**src/rtl/skip_adder8_seq_ctrl.sv**
```systemverilog
// Multi-precision add/subtract sequencer: streams NBYTES-wide operands LSB-first
// through an external combinational 8-bit slice, chaining carry through a register.
module skip_adder8_seq_ctrl #(
    parameter int unsigned NBYTES = 4
) (
    input  logic                  clk,
    input  logic                  rst_n,
    input  logic                  req_valid,
    output logic                  req_ready,
    input  logic [8*NBYTES-1:0]   req_a,
    input  logic [8*NBYTES-1:0]   req_b,
    input  logic                  req_ci,
    input  logic                  req_sub,
    output logic [7:0]            add_a,
    output logic [7:0]            add_b,
    output logic                  add_ci,
    input  logic [7:0]            add_s,
    input  logic                  add_co,
    output logic                  rsp_valid,
    input  logic                  rsp_ready,
    output logic [8*NBYTES-1:0]   rsp_sum,
    output logic                  rsp_co,
    output logic                  rsp_ovf,
    output logic                  busy
);

    localparam int unsigned IDX_W = (NBYTES > 1) ? $clog2(NBYTES) : 1;

    localparam logic [1:0] S_IDLE = 2'd0;
    localparam logic [1:0] S_RUN  = 2'd1;
    localparam logic [1:0] S_DONE = 2'd2;

    logic [1:0]              r_state;
    logic [1:0]              w_state_nxt;
    logic [IDX_W-1:0]        r_idx;
    logic [NBYTES-1:0][7:0]  r_a;
    logic [NBYTES-1:0][7:0]  r_b;
    logic [NBYTES-1:0][7:0]  r_sum;
    logic                    r_carry;
    logic                    r_sub;
    logic                    r_co;
    logic                    r_ovf;
    logic                    r_req_ready;
    logic                    r_rsp_valid;
    logic                    r_busy;
    logic                    w_accept;
    logic                    w_run;
    logic                    w_last;

    assign w_run    = (r_state == S_RUN);
    assign w_accept = (r_state == S_IDLE) && req_valid;
    assign w_last   = (r_idx == IDX_W'(NBYTES - 1));

    // Slice is only driven while a limb is in flight
    assign add_a  = w_run ? r_a[r_idx] : 8'd0;
    assign add_b  = w_run ? r_b[r_idx] : 8'd0;
    assign add_ci = w_run ? r_carry    : 1'b0;

    assign req_ready = r_req_ready;
    assign rsp_valid = r_rsp_valid;
    assign busy      = r_busy;
    assign rsp_sum   = r_sum;
    assign rsp_co    = r_co;
    assign rsp_ovf   = r_ovf;

    // State register plus handshake flags registered from the next state
    always_ff @(posedge clk or negedge rst_n) begin
        if (!rst_n) begin
            r_state     <= S_IDLE;
            r_req_ready <= 1'b1;
            r_rsp_valid <= 1'b0;
            r_busy      <= 1'b0;
        end else begin
            r_state     <= w_state_nxt;
            r_req_ready <= (w_state_nxt == S_IDLE);
            r_rsp_valid <= (w_state_nxt == S_DONE);
            r_busy      <= (w_state_nxt != S_IDLE);
        end
    end

    always_comb begin
        w_state_nxt = r_state;
        case (r_state)
            S_IDLE:  if (req_valid) w_state_nxt = S_RUN;
            S_RUN:   if (w_last)    w_state_nxt = S_DONE;
            S_DONE:  if (rsp_ready) w_state_nxt = S_IDLE;
            default: w_state_nxt = S_IDLE;
        endcase
    end

    // Subtraction runs as A + ~B + ~borrow; flags are folded back at the last limb
    always_ff @(posedge clk or negedge rst_n) begin
        if (!rst_n) begin
            r_idx   <= '0;
            r_a     <= '0;
            r_b     <= '0;
            r_sum   <= '0;
            r_carry <= 1'b0;
            r_sub   <= 1'b0;
            r_co    <= 1'b0;
            r_ovf   <= 1'b0;
        end else if (w_accept) begin
            r_a     <= req_a;
            r_b     <= req_sub ? ~req_b : req_b;
            r_carry <= req_ci ^ req_sub;
            r_sub   <= req_sub;
            r_idx   <= '0;
        end else if (w_run) begin
            r_sum[r_idx] <= add_s;
            r_carry      <= add_co;
            if (w_last) begin
                r_idx <= '0;
                r_co  <= r_sub ^ add_co;
                r_ovf <= (r_a[NBYTES-1][7] == r_b[NBYTES-1][7]) &&
                         (add_s[7] != r_a[NBYTES-1][7]);
            end else begin
                r_idx <= r_idx + IDX_W'(1);
            end
        end
    end

endmodule
```
**config.mk**
```make
export PLATFORM = sky130hd
export DESIGN_NAME = skip_adder8_seq_ctrl
export DESIGN_NICKNAME = d
export VERILOG_FILES = /design/src/rtl/skip_adder8_seq_ctrl.sv
export SDC_FILE = /design/constraint.sdc
export NUM_CORES = 1
export LEC_CHECK = 0
export ABC_AREA = 0
export CAP_MARGIN = 20
export CORE_UTILIZATION = 40
export CTS_BUF_LIST = sky130_fd_sc_hd__clkbuf_4 sky130_fd_sc_hd__clkbuf_8 sky130_fd_sc_hd__clkbuf_16
export DETAILED_ROUTE_END_ITERATION = 12
export GPL_ROUTABILITY_DRIVEN = 1
export HOLD_SLACK_MARGIN = 0.05
export PLACE_DENSITY = 0.68
export SLEW_MARGIN = 5
export SYNTH_ARGS = -nofsm -noshare
export SYNTH_HDL_FRONTEND = slang
export SYNTH_SLANG_ARGS = --single-unit
```
**constraint.sdc**
```tcl
create_clock -name clk -period 5.9 [get_ports clk]
set_clock_uncertainty 0.15 [all_clocks]
set_input_delay 1.77 -clock clk [delete_from_list [all_inputs] [get_ports clk]]
set_output_delay 1.77 -clock clk [all_outputs]
set_load 0.01 [all_outputs]
```
==> run metrics <==
register area share after synthesis=55.15%; number of placement rows=39; Cell Pwr Density=534.3 nW/um^2; Die Span Y=112.2 um; 1st-iter DRT viols=121; EDFF count, synth=0; post-DP HPWL=6.877 mm; crit share post-route=72.79%; Critical Path End Type=primary output; Seq cells post-synth=107; crit path cell chain=and2b_1, and2_1, clkdlybuf4s50_1; Setup Viol. Count Final=0; Mapped Avg Cell Area=13.49 um^2; Ys Warns=0; Setup crit start kind=flop; Slowest cell on crit path=and2b_1; Levels on crit path=3; ys flop type=dfrtp_1; post-synthesis adder-cell area fraction=1.030%; mux contribution to synthesized area=23.39%; Die Area=12590 um^2; vias in the first global route=3351; unrepaired setup endpoints after global routing=no; PostCTS Resize Cnt=0; Vias/cell=4.992; Max Buffers Root-to-Sink=2; CTS buffer count=9; H-Tree Depth=3; CP endpoint=add_a[7]; largest net degree at the start of global routing=102; Synth Area in XOR/XNOR=6.131%; GRT Overall Usage=17.15%; DR pass1 iterations=9; Setup crit start=r_state[1]; Mapped Cells=360; fin. max-slew vios=0; antenna-violating nets left=0; Rel. slew slack=29.76%; grt total ovfl=0; status=finished, violations left; max frequency=232.8 MHz; failing checks=DRC; Area growth syn-to-layout=35.83%; initial antenna violation count=0; VDD IR max=217.0 uV; largest family of logic cells by synthesized area=multiplexers; simple-gate share of the synthesized area=6.698%; postcts setup bufs=0; leak pwr=2.656 nW; core footprint=11610 um^2; die width=112.2 um; crit path max fanout=22; Req. time, crit path=3980 ps; Hold Path Class=reg -> reg; worst r2r src=r_idx[1]; proportion of layout cells with a drive suffix above 1=12.65%; reg2reg path depth=3; count of cell types in the netlist=29; PortBufs=132; r2r endpoint=rsp_sum[30]; CTS root buffer=clkbuf_16; Buffers & Inverters on Critical Path=1; CTS clk-pin slew, worst paths=70 ps; Routed WL=10.05 mm; TritonCTS clock tree=built; setup TNS=0 ps; syn nets=443; I/O pins=133; DRC Markers=10; Critical Path Max Stage Delay=770 ps; n_diodes=0; share of async-settable or async-resettable flops after synthesis=100.0%; measured slew at the worst slew-check pin=1054 ps; Vias=3160; CTS Sinks=107; RePlAce Congestion=0.7330; Synth Cell Area=4857 um^2; wire length per cell=15.88 um; final hold slack=328.5 ps; Max-Cap Viols=0; Fin. Hold Viols=0; R2R Setup Slk=3350 ps; Arr. time, crit path=2370 ps; complex-gate fraction of the synthesized area=4.534%; final net count=568; Setup Crit Path Kind=reg -> out; minimum clock period=4295 ps; Initial Util=41.82%; Skew-Pair Late Insertion Delay=330 ps; first-pass GRT wire length=16.93 mm; Top Family by Delay on Critical Path=simple AND/OR/NAND/NOR gates; Hold Buf Count CTS=0
area by class of cell:
class | count | area, um^2
Fill cell | 961 | 5016
Sequential cell | 107 | 2679
Multi-Input combinational cell | 229 | 2036
Timing Repair Buffer | 136 | 1364
Clock buffer | 9 | 225.2
Tap cell | 143 | 178.9
Clock inverter | 7 | 107.6
Inverter | 2 | 7.507
synthesized netlist by cell type, types with 2 or more instances:
library cell / count / area [um^2]
ha_1: 4 / 50.05
nor2_1: 35 / 131.4
inv_1: 2 / 7.510
mux2_2: 28 / 315.3
nand2_1: 7 / 26.28
buf_4: 4 / 30.03
mux4_1: 9 / 236.5
buf_2: 16 / 80.08
o21ai_0: 5 / 25.02
mux2_1: 37 / 416.7
a21oi_1: 33 / 165.2
nand2_2: 3 / 18.77
xnor2_1: 33 / 289.0
mux4_2: 7 / 157.7
o31ai_1: 2 / 15.01
and2_1: 17 / 106.4
dfrtp_1: 106 / 2653
worst register-to-register path: stages, from the launching register on:
cell and delay (ps):
dfrtp_1 920, ha_1 340, nand3b_1 530, mux2_2 500
power breakdown:
part / internal [W] / total [W] / switching (W)
sequential: 0.00110 / 0.00131 / 0.000210
clock: 0.000380 / 0.000656 / 0.000276
combinational: 0.000932 / 0.00156 / 0.000624
total: 0.00242 / 0.00352 / 0.00111
sequential cells by signal, summed over array words and instances, names as in the netlist:
name,count
rsp_valid,1
r_carry,1
busy,1
r_idx,2
req_ready,1
rsp_sum,32
r_state,2
r_sub,1
rsp_ovf,1
r_b,32
rsp_co,1
r_a,32
worst min path at each step:
stage / start / to / cells after the start
final: r_a[12] / r_a[12] / 1
after global routing: r_a[20] / r_a[20] / 1
after CTS: r_a[12] / r_a[12] / 1
after detailed placement: r_a[12] / r_a[12] / 1
after global placement: r_a[21] / r_a[21] / 1
after floorplan: r_a[10] / r_a[10] / 1
stage by stage:
step	power (W)	worst slack (ps)	cells	utilization, %	instance area [um^2]
3_5_place_dp	0.002910	1898	616	53.71	6237
6_report	0.003525	1605	633	56.81	6598
3_3_place_gp	0.002856	1896	616	53.71	6237
4_1_cts	0.003576	1541	632	56.57	6570
5_1_grt	0.003773	1464	633	56.81	6598
2_1_floorplan	0.002214	2653	360	-	4857
routing by layer:
layer | share of wire, % | track usage (%) | vias to the layer above
li1 | - | - | 1500
met2 | 49 | 28.78 | 80
met5 | 0 | 0 | -
met4 | 0.88 | 4.267 | 0
met1 | 44 | 22.49 | 1575
met3 | 5.3 | 4.104 | 5
cell families (layout without fill, tap and decap cells):
| logic type | after synthesis | in the layout |
|---|---|---|
| DFF | 107 | 107 |
| muxes | 82 | 82 |
| and+or+nand+nor | 67 | 67 |
| AOI/OAI and AO/OA | 42 | 42 |
| xor gates and xnor gates | 34 | 34 |
| buffers and inverters | 24 | 154 |
| adders and majority gates | 4 | 4 |
cell usage in the layout (no fill, tap or decap), types with 5 or more instances in the layout:
| cell type | netlist | final |
|---|---|---|
| clkdlybuf4s50_1 | 0 | 130 |
| clkbuf_16 | 0 | 9 |
| mux2_1 | 37 | 37 |
| and2_1 | 17 | 17 |
| dfrtp_1 | 106 | 106 |
| a21oi_1 | 33 | 33 |
| o21ai_0 | 5 | 5 |
| nand2_1 | 7 | 7 |
| mux4_2 | 7 | 7 |
| xnor2_1 | 33 | 33 |
| nor2_1 | 35 | 35 |
| mux4_1 | 9 | 9 |
| mux2_2 | 28 | 28 |
(Power assumes the default switching activity.)
